File: src/rtl/stats_pkg.sv
// Shared definitions for the performance-statistics counter bank:
// stat identifiers, counter type and controller FSM states.
package stats_pkg;

    localparam int unsigned NUM_CNT = 5;
    localparam int unsigned ID_W    = $clog2(NUM_CNT);

    typedef logic [63:0] uint64_t;

    typedef enum logic [ID_W-1:0] {
        STAT_CYCLES,
        STAT_WAIT_INSN_FETCH,
        STAT_WAIT_OPERAND_FETCH,
        STAT_VEC_LOCAL_DIVERGENCE,
        STAT_L1I_HIT
    } stat_id_t;

    typedef enum logic [1:0] {
        StIdle,
        StSnap,
        StStream,
        StClear
    } state_e;

endpackage

File: src/rtl/stats_popcount.sv
// Combinational population count of N_SRC event bits for one statistic.
module stats_popcount #(
    parameter int unsigned N_SRC = 4,
    localparam int unsigned CW   = $clog2(N_SRC + 1)
) (
    input  logic [N_SRC-1:0] in_bits,
    output logic [CW-1:0]    count
);

    always_comb begin
        count = '0;
        for (int i = 0; i < N_SRC; i++) begin
            count = count + CW'(in_bits[i]);
        end
    end

endmodule

File: src/rtl/stats_event_collector.sv
// Merges per-source event pulses into one counter per statistic through a
// two-stage delta/add pipeline and streams snapshots out on request.
module stats_event_collector
    import stats_pkg::*;
#(
    parameter int unsigned N_SRC         = 4,
    parameter int unsigned CNT_W         = 64,
    parameter bit          CLEAR_ON_DUMP = 1'b0
) (
    input  logic                     clk,
    input  logic                     rst_n,
    input  logic                     count_en,
    input  logic [N_SRC*NUM_CNT-1:0] ev_i,
    input  logic                     dump_req,
    input  logic                     clear_req,
    output logic                     busy,
    output logic                     out_valid,
    input  logic                     out_ready,
    output stat_id_t                 out_id,
    output logic [CNT_W-1:0]         out_value,
    output logic                     out_last
);

    localparam int unsigned DW     = $clog2(N_SRC + 1);
    localparam stat_id_t    LastId = stat_id_t'(NUM_CNT - 1);

    state_e                        state_q, state_d;
    stat_id_t                      idx_q, idx_d;
    logic                          pending_clear_q, pending_clear_d;
    logic [NUM_CNT-1:0][DW-1:0]    delta_q, delta_d, pop;
    logic [NUM_CNT-1:0][CNT_W-1:0] cnt_q, cnt_d, snap_q, snap_d;

    for (genvar g = 0; g < NUM_CNT; g++) begin : g_stat
        logic [N_SRC-1:0] src_bits;
        for (genvar s = 0; s < N_SRC; s++) begin : g_src
            assign src_bits[s] = ev_i[s*NUM_CNT+g];
        end
        if (g == int'(STAT_CYCLES)) begin : g_cycles
            // The cycle counter ignores its event lane and ticks once per enabled cycle.
            logic unused_src_bits;
            assign unused_src_bits = ^src_bits;
            assign pop[g]          = DW'(1);
        end else begin : g_events
            stats_popcount #(
                .N_SRC(N_SRC)
            ) u_popcount (
                .in_bits(src_bits),
                .count  (pop[g])
            );
        end
    end

    always_comb begin
        state_d         = state_q;
        idx_d           = idx_q;
        pending_clear_d = pending_clear_q;
        snap_d          = snap_q;
        busy            = (state_q != StIdle);
        out_valid       = 1'b0;
        out_id          = STAT_CYCLES;
        out_value       = '0;
        out_last        = 1'b0;
        for (int i = 0; i < NUM_CNT; i++) begin
            delta_d[i] = count_en ? pop[i] : '0;
            cnt_d[i]   = cnt_q[i] + CNT_W'(delta_q[i]);
        end

        case (state_q)
            StIdle: begin
                if (dump_req) begin
                    state_d         = StSnap;
                    pending_clear_d = clear_req;
                end else if (clear_req) begin
                    state_d = StClear;
                end
            end
            StSnap: begin
                // Captures the pre-add value; the delta committing on this edge is excluded.
                snap_d  = cnt_q;
                idx_d   = STAT_CYCLES;
                state_d = StStream;
            end
            StStream: begin
                out_valid = 1'b1;
                out_id    = idx_q;
                out_value = snap_q[idx_q];
                out_last  = (idx_q == LastId);
                if (out_ready) begin
                    if (idx_q == LastId) begin
                        state_d         = (CLEAR_ON_DUMP || pending_clear_q) ? StClear : StIdle;
                        pending_clear_d = 1'b0;
                    end else begin
                        idx_d = stat_id_t'(idx_q + 1'b1);
                    end
                end
            end
            StClear: begin
                cnt_d   = '0;
                delta_d = '0;
                state_d = StIdle;
            end
            default: state_d = StIdle;
        endcase
    end

    always_ff @(posedge clk or negedge rst_n) begin
        if (!rst_n) begin
            state_q         <= StIdle;
            idx_q           <= STAT_CYCLES;
            pending_clear_q <= 1'b0;
            delta_q         <= '0;
            cnt_q           <= '0;
            snap_q          <= '0;
        end else begin
            state_q         <= state_d;
            idx_q           <= idx_d;
            pending_clear_q <= pending_clear_d;
            delta_q         <= delta_d;
            cnt_q           <= cnt_d;
            snap_q          <= snap_d;
        end
    end

endmodule

File: config.mk
export PLATFORM = sky130hd
export DESIGN_NAME = stats_event_collector
export DESIGN_NICKNAME = d
export VERILOG_FILES = /design/src/rtl/stats_pkg.sv /design/src/rtl/stats_popcount.sv /design/src/rtl/stats_event_collector.sv
export SDC_FILE = /design/constraint.sdc
export NUM_CORES = 1
export LEC_CHECK = 0
export ABC_AREA = 0
export CAP_MARGIN = 10
export CORE_ASPECT_RATIO = 0.5
export CORE_UTILIZATION = 62
export DETAILED_ROUTE_END_ITERATION = 16
export PLACE_DENSITY = 0.8
export SLEW_MARGIN = 15
export SYNTH_ARGS = -nofsm -noshare
export SYNTH_HDL_FRONTEND = slang
export SYNTH_SLANG_ARGS = --single-unit
export TNS_END_PERCENT = 10
File: constraint.sdc
create_clock -name clk -period 3.53 [get_ports clk]
set_clock_uncertainty 0.2 [all_clocks]
set_input_delay 0.353 -clock clk [delete_from_list [all_inputs] [get_ports clk]]
set_output_delay 0.353 -clock clk [all_outputs]
set_load 0.05 [all_outputs]
# Word-level counts from Yosys, hierarchy flattened
# Cells that the tools add are included.
dict set report totals {
  elab_cells 79
  input_bits 26
  out_inout_bits 70
  ff_bits 661
}
dict set report op_classes {
  add_sub_neg 18
  reduce_logical 7
  n_eq_ne 9
  muxes 26
  order_cmp 1
}
# op count
set ops {}
lappend ops {{adder 64 x 3 -> 64 bit} 5}
lappend ops {{two-way mux 320 bit} 1}
lappend ops {{binary-select mux 64 bit (select 3 bit)} 1}
lappend ops {{two-way mux 64 bit} 2}
lappend ops {{adder 3 x 1 -> 3 bit} 8}
lappend ops {{two-way mux 3 bit} 7}
lappend ops {{two-way mux 15 bit} 1}
lappend ops {{two-way mux 2 bit} 5}
lappend ops {{adder 1 x 1 -> 2 bit} 4}
lappend ops {{inequality test 2 bit (second input constant)} 4}
lappend ops {{case mux 2 bit (4 select lines)} 1}
lappend ops {{two-way mux 1 bit} 6}
lappend ops {{case mux 3 bit (2 select lines)} 1}
lappend ops {{AND reduction 3 bit} 2}
lappend ops {{nonzero test 2 bit} 3}
lappend ops {{equality test 2 bit (second input constant)} 2}
lappend ops {{< comparator 3 x 4 -> 1 bit (second input constant)} 1}
lappend ops {{AND reduction 4 bit} 1}
lappend ops {{adder 3 x 1 -> 3 bit (second input constant)} 1}
lappend ops {{equality test 3 bit (second input constant)} 1}
lappend ops {{inequality test 3 bit (second input constant)} 1}
lappend ops {{equality test 2 x 1 -> 1 bit (second input constant)} 1}
lappend ops {{logical NOT 2 bit} 1}
lappend ops {{case mux 1 bit (2 select lines)} 1}

# Depth between registers and ports, before layout
# Gate-level depths: netlist (run 1).
dict set report depth {
  depth_word 5
  mapped_depth 9
  depth_no_buf 8
}

# By module
# From an unflattened synthesis (run 1), not the netlist that was laid out.
dict set report hier_totals {
  cells_unflattened 3489
  hier_area_um2 31975.7
}
# mod seq_area_each_um2 area_each_um2 cells_each n_inst
set modules_own_cells {}
lappend modules_own_cells {stats_event_collector 16490.8 31720.4 3457 1}
lappend modules_own_cells {stats_popcount 0.0 63.8 8 4}

# Worst setup path after synthesis (run 1)
# Ideal clock, no wire load.
dict set report synth_path {
  kind {register -> output}
  from {register idx_q[0]}
  to {output port out_value[45]}
  n_path_buf 3
  t_arrival_ns 2.565
  t_required_ns 2.977
  setup_slack_ns 0.412
  stages_incl_launch_ff 7
  cell_sequence {dfrtp_1 > clkbuf_1 > buf_1 > buf_1 > mux4_2 > a22oi_1 > nor2_1}
}
dict set report synth_between {
  elab_chain_len 3
}
# item line_no
set synth_lines {}
lappend synth_lines {{from (decl)} stats_event_collector.sv:28} ;# stat_id_t idx_q, idx_d;
lappend synth_lines {{from (signal assigned)} stats_event_collector.sv:116} ;# idx_q <= idx_d;
lappend synth_lines {{binary-select mux 64 bit (select 3 bit)} stats_event_collector.sv:86} ;# out_value = snap_q[idx_q];
lappend synth_lines {{two-way mux 64 bit (implied by the code)} stats_event_collector.sv:86}
lappend synth_lines {{two-way mux 64 bit} stats_event_collector.sv:68} ;# case (state_q)
lappend synth_lines {{to (decl)} stats_event_collector.sv:20} ;# output logic [CNT_W-1:0] out_value,
# No other way between the ends. The select of a mux whose other input is x is not followed.

# Worst setup path in the final report (run 1)
dict set report layout_path {
  from {register idx_q[0]}
  to {output port out_value[63]}
}
# Same word-level chain as after synthesis.

==> impl_metrics.ini, run 1 <==
[status]
status = finished, final reports clean

[place]
hpwl_mm = 62.1
dp_cells = 4190
place.port_buffers = 91
finalWeightedCongestion = 1.00

[routing]
wire_per_inst_um = 20.7
antenna_left = 0
drc = 0
drt-total-wl_mm = 88.9
drt-vias-per-instance = 6.30
drt_iter0_markers = 3560
first_pass_iters = 5
vias = 27000

[sta]
slew_headroom_pct = 26.4
report.final.slew_viol_count = 0
final-setup-viol-count = 0
finalCriticalPeriod_ps = 3380
max_freq_mhz = 296
hold_violations = 0
fin_tns_setup_ps = 0
worst_pin_slew_ps = 1100
post-route-period-util_pct = 95.8

[pwr]
swShare_pct = 32.6
vdd_drop_max_v = 0.000398
p_int_uw = 12200
pwr-share-clk_pct = 33.6
switching_power_uw = 5890
seq_power_share_pct = 45.5
pwr-share-comb_pct = 20.9
power.leakage_uw = 0.0166
powerDensity_mw_per_mm2 = 498

[cts]
htree_levels = 2
clock_path_buffers = 3
cts_tree = done
clk_latency_ps = 620
cts_sinks = 659
clk_pin_slew_worst_paths_ps = 70
cts_root_buf = clkbuf_16
cts_resized = 0
numCtsBuffers = 57

[global_route]
antenna_found_initial = 0
grt_overflow = 0
grt_max_degree = 141
grt_usage_pct = 34.6
grt_pass1_wl_mm = 141
grt_pass1_vias = 25400

[worst_setup_path]
cp_max_fo = 64
cp.arrival_ps = 2830
crit_type = reg2out
rrSetupSlack_ps = 320
cp-start-kind = flip-flop
cp-end-kind = output port
worstPathRequired_ps = 2980

[layout]
drive_gt1_share_pct = 9.03
finalNetCount = 3619
multiInputGateArea_mm2 = 0.0145
syn2layout_area_growth_pct = 13.5
regArea_mm2 = 0.0165
fillers = 3747
final_cells = 4289
n_antenna_cell = 0
final_util_pct = 71.8

[synth]
ys_seq_elements = 659
yosysMostFrequentCell = nand2_1
synthArstFlopShare_pct = 100
ys.flop_type = dfrtp_1
syn_area_mm2 = 0.0319
synthCells = 3496
synth_cell_type_count = 56
post-synth-top-area-cell = dfrtp_1
yosysWarnings = 0
ys_seq_area_share_pct = 51.7
syn-num-nets = 3554
ys_top_cells_by_area = dfrtp_1 52%, nand2_1 12%, mux4_2 4.5%, nor2_1 3.3%, nand4_1 2.7%
synth.top_cell.area_share_pct = 51.7
synthTopCellsByCount = 1009 x nand2_1, 659 x dfrtp_1, 280 x nor2_1
synth-edff-count = 0
post_synth.cell_area_avg_um2 = 9.13

[floorplanning]
fp-row-count = 58
dieArea_mm2 = 0.0525
die_h_um = 162
io_pins = 96
die_w_um = 323
start_util_pct = 63.2
core_mm2 = 0.0505

[run]
maxCapViolCount = 0

[hold_path]
min_path_type = in2async
-- logic make-up after synthesis --
family          Yosys count  share of synthesized area [%]
simple gates           1905                           27.1
flops                   659                           51.7
fa+ha+maj                32                           1.44
xor+xnor                161                           4.42
mux                      67                           4.61
compound gates          421                           7.75
buf+inv                 251                           3.00
-- state kept, by name, summed over array words and instances (netlist names) --
register,flops
idx_q,3
state_q,2
snap_q,320
delta_q,13
pending_clear_q,1
cnt_q,320
-- worst paths after layout --
| kind | from | end | depth (start not counted) |
|---|---|---|---|
| worst max register to register | cnt_q[150]$_DFF_PN0_ | cnt_q[185]$_DFF_PN0_ | 6 |
| min in group clk | clear_req | state_q[0]$_DFFE_PN0P_ | 3 |
| worst min register to register | cnt_q[0]$_DFF_PN0_ | snap_q[0]$_DFFE_PN0P_ | 2 |
| worst min-delay path | rst_n | cnt_q[126]$_DFF_PN0_ | 2 |
| max in group asynchronous | rst_n | cnt_q[135]$_DFF_PN0_ | 3 |
| worst max-delay path | idx_q[0]$_DFFE_PN0P_ | out_value[63] | 6 |
-- final cells by class --
type	instances	share of cell area (%)
clock buffer	85	4.50
timing repair buffer	183	6.54
clock inverter	12	0.255
sequential	659	45.5
multi-input combinational	2586	40.0
inverter	74	0.766
tap	690	2.38
-- routing by layer --
layer	routed length (um)	GRT usage [%]	up-vias	part of all wire (%)
met1	36200	49.6	13400	41
met2	40200	52.0	1269	45
met4	3590	13.4	0	4.0
met3	8960	7.54	189	10
li1	-	-	12100	-
met5	0	0	-	0
-- critical path: stages (launching register included) --
cell     delay, ps
dfrtp_4        640
buf_16         230
nor3_2         270
buf_12         330
a22oi_1        190
nor2_1         350
buf_12         190
-- power groups by stage --
stage / logic [uW] / clock network, uW / registers (uW)
3_5_place_dp: 3670 / 0 / 8380
3_3_place_gp: 3580 / 0 / 8360
4_1_cts: 3690 / 6120 / 8240
6_report: 3770 / 6070 / 8220
5_1_grt: 4100 / 6450 / 8250
2_1_floorplan: 2500 / 0 / 8140
-- per-stage QoR --
| stage | hold WS, ps | power (uW) | worst slack [ps] | area, um2 |
|---|---|---|---|---|
| floorplan | -143 | 10600 | 412 | 31900 |
| global placement | 212 | 11900 | 470 | 34500 |
| detailed placement | 211 | 12100 | 392 | 34500 |
| CTS | 161 | 18000 | 52.0 | 36200 |
| global route | 178 | 18800 | -12.7 | 36200 |
| finish | 136 | 18100 | 149 | 36200 |
-- repair_timing --
action / 4_1_cts / 5_1_grt
buffers inserted: 0 / 1
setup endpoints to repair: 0 / 3
endpoints found under the hold margin: 63 / 0
hold buffers: 1 / 0
-- cells in the final DEF, fill, tap and decap left out, drive strengths merged, types with 2 or more instances in the layout --
| cell | n |
|---|---|
| and3 | 50 |
| o2111ai | 3 |
| a211o | 2 |
| a31o | 4 |
| ha | 24 |
| o31ai | 32 |
| nand2 | 1009 |
| clkbuf | 85 |
| o21ai | 143 |
| inv | 76 |
| buf | 156 |
| a21oi | 143 |
| clkdlybuf4s50 | 26 |
| or2 | 5 |
| o211ai | 5 |
| nor2b | 8 |
| nor3 | 47 |
| and2 | 20 |
| a22oi | 64 |
| xnor2 | 65 |
| mux4 | 64 |
| fa | 8 |
| or3 | 101 |
| nor2 | 280 |
| clkinv | 9 |
| nand2b | 7 |
| o2111a | 2 |
| nand4 | 139 |
| a211oi | 5 |
| nor4 | 42 |
| dfrtp | 659 |
| mux2i | 3 |
| o21a | 10 |
| nand3 | 121 |
| or4 | 49 |
| and4 | 23 |
| xor2 | 96 |
Power figures use the tool's default switching activity.
==> run 2: changes to the inputs <==
--- a/config.mk
+++ b/config.mk
@@ -14,5 +14,6 @@
 export SLEW_MARGIN = 15
 export SYNTH_ARGS = -nofsm -noshare
 export SYNTH_HDL_FRONTEND = slang
+export SYNTH_HIERARCHICAL = 1
 export SYNTH_SLANG_ARGS = --single-unit
 export TNS_END_PERCENT = 10
==> run 2 against run 1 <==
Power is 3.9% higher. Cell area down 0.20%. Largest power group unchanged. Largest cell class unchanged. Hold slack got worse by 2.7 ps. Maximum frequency down 1.8%. Highest routed layer is now met5. Sequential power is essentially flat. Critical endpoint is now out_value[28]. Non-clock buffer count down 18.
==> impl_metrics.ini, run 2 <==
[synth]
yosysWarnings = 6
ys_seq_elements = 659
synth-edff-count = 0
synth_cell_type_count = 56
ys_top_cells_by_area = dfrtp_1 52%, nand2_1 12%, mux4_2 4.5%, nor2_1 3.0%, a21oi_1 2.4%
post-synth-top-area-cell = dfrtp_1
synth.top_cell.area_share_pct = 51.6
synthArstFlopShare_pct = 100
ys_seq_area_share_pct = 51.6
ys.flop_type = dfrtp_1
post_synth.cell_area_avg_um2 = 9.16
synthTopCellsByCount = 994 x nand2_1, 659 x dfrtp_1, 259 x nor2_1
syn_area_mm2 = 0.0320
synthCells = 3489
syn-num-nets = 3547
yosysMostFrequentCell = nand2_1

[floorplanning]
die_h_um = 163
start_util_pct = 63.2
dieArea_mm2 = 0.0525
io_pins = 96
core_mm2 = 0.0506
fp-row-count = 58
die_w_um = 323

[routing]
antenna_left = 0
drt-vias-per-instance = 6.32
wire_per_inst_um = 21.5
drt-total-wl_mm = 91.4
vias = 26900
drc = 0
drt_iter0_markers = 3457
first_pass_iters = 6

[global_route]
grt_overflow = 0
antenna_found_initial = 4
grt_usage_pct = 35.3
grt_pass1_vias = 24800
grt_pass1_wl_mm = 143
grt_max_degree = 89

[sta]
fin_tns_setup_ps = 0
max_freq_mhz = 291
layout_setup_ws_ps = 88.3
final-setup-viol-count = 0
rsz0062_at_grt = false
hold_violations = 0
slew_headroom_pct = 42.9
worst_pin_slew_ps = 857
report.final.slew_viol_count = 0
post-route-period-util_pct = 97.5
finalCriticalPeriod_ps = 3440
fin_hold_ws_ps = 134

[layout]
reg_top3 = cnt_q (320), snap_q (320), delta_q (13)
drive_gt1_share_pct = 8.99
n_antenna_cell = 0
final_cells = 4248
layout_commonest_cell = nand2_1
postLayoutCellArea_mm2 = 0.0362
final_cell_mix = 993 x nand2_1, 657 x dfrtp_1, 258 x nor2_1, 156 x a21oi_1, 141 x o21ai_0
syn2layout_area_growth_pct = 13.1
finalNetCount = 3570

[pwr]
power.leakage_uw = 0.0166
vdd_drop_max_v = 0.000453
powerDensity_mw_per_mm2 = 519

[place]
pre_cts_ws_ps = 425
finalWeightedCongestion = 0.947
dp_cells = 4142
hpwl_mm = 63.7
place_area_mm2 = 0.0342
place.port_buffers = 91

[cts]
clk_latency_ps = 620
htree_levels = 2
clock_path_buffers = 3
clk_pin_slew_worst_paths_ps = 70
cts_sinks = 659
numCtsBuffers = 57
cts_root_buf = clkbuf_16
cts_tree = done

[hold_path]
min_path_type = in2async

[worst_setup_path]
cp.arrival_ps = 2890
cp-start-kind = flip-flop
cp-end-kind = output port
worstPathRequired_ps = 2980
crit_type = reg2out
cp_max_fo = 16

[status]
status = finished, final reports clean

[run]
maxCapViolCount = 0
==> run 2: cell families after synthesis <==
logic type	count (synthesis)	synth area share [%]
flip-flops	659	51.6
XOR/XNOR	156	4.27
multiplexers	65	4.54
AO/OA/AOI/OAI	443	8.13
adder cells (fa/ha/maj)	32	1.44
AND/OR/NAND/NOR	1853	26.7
buffers and inverters	281	3.36
==> run 2: critical path: stages (launching register included) <==
cell and delay, ps:
dfrtp_4 590, buf_4 370, mux4_2 660, a22oi_1 340
nor2_1 130, buf_12 170
==> run 2: through the flow <==
| stage | power, uW | utilization, % |
|---|---|---|
| after floorplan | 10800 | - |
| after detailed placement | 12400 | 67.7 |
| after global routing | 19500 | 71.5 |
| final | 18800 | 71.5 |
| after global placement | 12300 | 67.7 |
| after CTS | 18800 | 71.5 |
==> run 2: report_power, final <==
part	switching [uW]	internal, uW	total, uW
Clock	2880	3610	6490
Combinational	2790	1240	4030
Sequential	381	7860	8250
==> run 2: cell type report <==
type | count | area (um2)
fillers | 3605 | 14400
clock buffers | 83 | 1640
clock inverters | 22 | 267
multi-input cells | 2549 | 14400
inverters | 80 | 300
well taps | 690 | 863
repair buffers | 165 | 2160
flip-flops and latches | 659 | 16500
==> run 2: worst paths after layout <==
path	startpoint	endpoint	slack (ps)	cells past startpoint
min in group clk	snap_q[112]$_DFFE_PN0P_	snap_q[112]$_DFFE_PN0P_	280	2
worst min register to register	snap_q[112]$_DFFE_PN0P_	snap_q[112]$_DFFE_PN0P_	280	2
max in group asynchronous	rst_n	idx_q[0]$_DFFE_PN0P_	2000	3
worst min-delay path	rst_n	cnt_q[137]$_DFF_PN0_	130	2
worst max register to register	cnt_q[64]$_DFF_PN0_	cnt_q[126]$_DFF_PN0_	280	9
worst max-delay path	idx_q[0]$_DFFE_PN0P_	out_value[28]	90	5
==> run 2: metal layers <==
| layer | vias to the layer above | share of wire (%) | global-route usage, % | wire [um] |
|---|---|---|---|---|
| met5 | - | 0.060 | 0 | 55 |
| met4 | 8 | 1.5 | 5.71 | 1400 |
| met3 | 133 | 15 | 15.4 | 13600 |
| met2 | 1335 | 41 | 47.6 | 37900 |
| met1 | 13400 | 42 | 53.1 | 38500 |
| li1 | 12000 | - | - | - |
==> run 2: what timing repair did <==
action / 4_1_cts / 5_1_grt
hold buffers: 1 / 0
setup buffers: 0 / 0
hold endpoints to repair: 62 / 0
setup endpoints to repair: 0 / 2
gates resized for setup: 0 / 2
==> run 3: changes to the inputs <==
--- a/config.mk
+++ b/config.mk
@@ -7,11 +7,10 @@
 export LEC_CHECK = 0
 export ABC_AREA = 0
 export CAP_MARGIN = 10
-export CORE_ASPECT_RATIO = 0.5
+export CORE_ASPECT_RATIO = 1.75
 export CORE_UTILIZATION = 62
 export DETAILED_ROUTE_END_ITERATION = 16
 export PLACE_DENSITY = 0.8
-export SLEW_MARGIN = 15
 export SYNTH_ARGS = -nofsm -noshare
 export SYNTH_HDL_FRONTEND = slang
 export SYNTH_HIERARCHICAL = 1
==> run 3 against run 2 <==
Flip-flop and latch count is the same. Combinational power is 4% lower. Die area is essentially flat. Highest routed layer is now met4. Sequential share of layout area decreased by 0.19 points. Wire length down 5.9%. Worst setup slack gained 68 ps. Critical path type is now reg2reg. Clock power is 3.9% higher.
==> impl_metrics.ini, run 3 (synthesis results as in run 2) <==
[status]
status = finished, final reports clean

[cts]
htree_levels = 2
ctsHoldBuffers = 1
numCtsBuffers = 57
clk_latency_ps = 610
post_cts_buffers = 0
clk_pin_slew_worst_paths_ps = 70
cts_root_buf = clkbuf_16
cts_sinks = 659
cts_tree = done
cts_resized = 0
clock_path_buffers = 3

[place]
finalWeightedCongestion = 0.968
hpwl_mm = 59.4
pre_cts_ws_ps = 299
place.port_buffers = 91

[routing]
first_pass_iters = 9
drc = 0
vias = 26800
antenna_left = 0
wire_per_inst_um = 20.4
drt-vias-per-instance = 6.33
drt-total-wl_mm = 86.0
drt_iter0_markers = 2598

[worst_setup_path]
slowest_delay_ps = 710
rr_startpoint = cnt_q[256]$_DFF_PN0_
crit_type = reg2reg
cp_cell_sequence = ha_1 -> inv_1 -> fa_1 -> nor2b_1 -> o2111ai_1 -> or4_1 -> or3_1 -> a21oi_1
ff2ff_path_depth = 8
cp_max_fo = 8
rrSetupSlack_ps = 160
cpMaxStageDelayCell = or4_1
worstPathRequired_ps = 3840
cp-end-kind = flip-flop
cpLargestDelayFamily = simple AND/OR/NAND/NOR gates
cp-start-kind = flip-flop
rr_endpoint = cnt_q[314]$_DFF_PN0_
critPathBufInv = 1
cp.arrival_ps = 3680

[sta]
slew_headroom_pct = 22.3
post-route-period-util_pct = 95.6
fin_tns_setup_ps = 0
report.final.slew_viol_count = 0
layout_setup_ws_ps = 156
worst_pin_slew_ps = 1160
finalCriticalPeriod_ps = 3370
hold_violations = 0
final-setup-viol-count = 0
max_freq_mhz = 296
rsz0062_at_grt = false

[global_route]
grt_usage_pct = 33.1
grt_max_degree = 114
antenna_found_initial = 0
grt_pass1_wl_mm = 139
grt_overflow = 0
grt_pass1_vias = 26700

[pwr]
vdd_drop_max_v = 0.000395
pwr-share-comb_pct = 20.6
power.leakage_uw = 0.0167
seq_power_share_pct = 43.6
switching_power_uw = 5990
swShare_pct = 31.8
powerDensity_mw_per_mm2 = 518
pwr-share-clk_pct = 35.8
p_int_uw = 12800

[floorplanning]
dieArea_mm2 = 0.0525
fp-row-count = 109
start_util_pct = 63.0
die_w_um = 174
io_pins = 96
core_mm2 = 0.0507
die_h_um = 302

[run]
maxCapViolCount = 0

[layout]
final_cell_mix = 993 x nand2_1, 657 x dfrtp_1, 258 x nor2_1, 156 x a21oi_1, 141 x o21ai_0
layout_commonest_cell = nand2_1
regArea_mm2 = 0.0165
syn2layout_area_growth_pct = 13.6
multiInputGateArea_mm2 = 0.0145
reg_top3 = cnt_q (320), snap_q (320), delta_q (13)
n_antenna_cell = 0
final_util_pct = 71.6
finalNetCount = 3570
fillers = 3653
drive_gt1_share_pct = 9.19

[hold_path]
min_path_type = in2async
## run 3: cell types whose count changed in the layout (fill, tap and decap cells not counted), sizes merged
cell | before | now
clkinvlp | 2 | 4
clkbuf | 83 | 77
dlymetal6s2s | 2 | 0
bufinv | 5 | 8
clkdlybuf4s50 | 24 | 26
inv | 82 | 83
## run 3: worst reg2reg max path, cell delays in order (launching register included)
cell and delay, ps:
dfrtp_1 370, ha_1 180, inv_1 60, fa_1 370, nor2b_1 370, o2111ai_1 460
or4_1 710, or3_1 400, a21oi_1 190
## run 3: worst max-delay path by stage
| stage | from | endpoint | slack (ps) | depth (start not counted) |
|---|---|---|---|---|
| 6_report | cnt_q[256]$_DFF_PN0_ | cnt_q[314]$_DFF_PN0_ | 160 | 8 |
| 3_3_place_gp | cnt_q[128]$_DFF_PN0_ | cnt_q[188]$_DFF_PN0_ | 400 | 8 |
| 4_1_cts | idx_q[0]$_DFFE_PN0P_ | out_value[63] | 280 | 5 |
| 5_1_grt | cnt_q[128]$_DFF_PN0_ | cnt_q[188]$_DFF_PN0_ | 120 | 8 |
| 3_5_place_dp | cnt_q[256]$_DFF_PN0_ | cnt_q[310]$_DFF_PN0_ | 300 | 8 |
| 2_1_floorplan | idx_q[0]$_DFFE_PN0P_ | out_value[45] | 410 | 6 |
## run 3: per-stage QoR
step	hold slack, ps	std cells	instance area, um2	power (uW)
after detailed placement	243	4118	34300	12200
after CTS	214	4224	36300	18800
after global placement	245	4118	34300	12000
after floorplan	-143	3489	32000	10800
final	186	4224	36300	18800
after global routing	230	4224	36300	19500
## run 3: cell type report
| cell class | count | share of cell area, % |
|---|---|---|
| Tap cell | 666 | 2.29 |
| Clock buffer | 77 | 4.52 |
| Clock inverter | 28 | 1.01 |
| Sequential cell | 659 | 45.4 |
| Inverter | 80 | 0.827 |
| Timing Repair Buffer | 165 | 6.17 |
| Multi-Input combinational cell | 2549 | 39.8 |
## run 3: power by group through the flow
stage | combinational [uW] | sequential (uW) | clock, uW
floorplan | 2630 | 8160 | 0
global placement | 3710 | 8310 | 0
detailed placement | 3830 | 8330 | 0
CTS | 3860 | 8200 | 6780
global route | 4180 | 8240 | 7070
finish | 3870 | 8210 | 6740
## run 3: routing by layer
| metal | track usage, % | share of wire [%] | wire (um) |
|---|---|---|---|
| met5 | 0 | 0 | 0 |
| met4 | 17.5 | 5.5 | 4730 |
| met3 | 3.47 | 6.6 | 5720 |
| met2 | 55.2 | 49 | 41800 |
| met1 | 43.3 | 39 | 33800 |
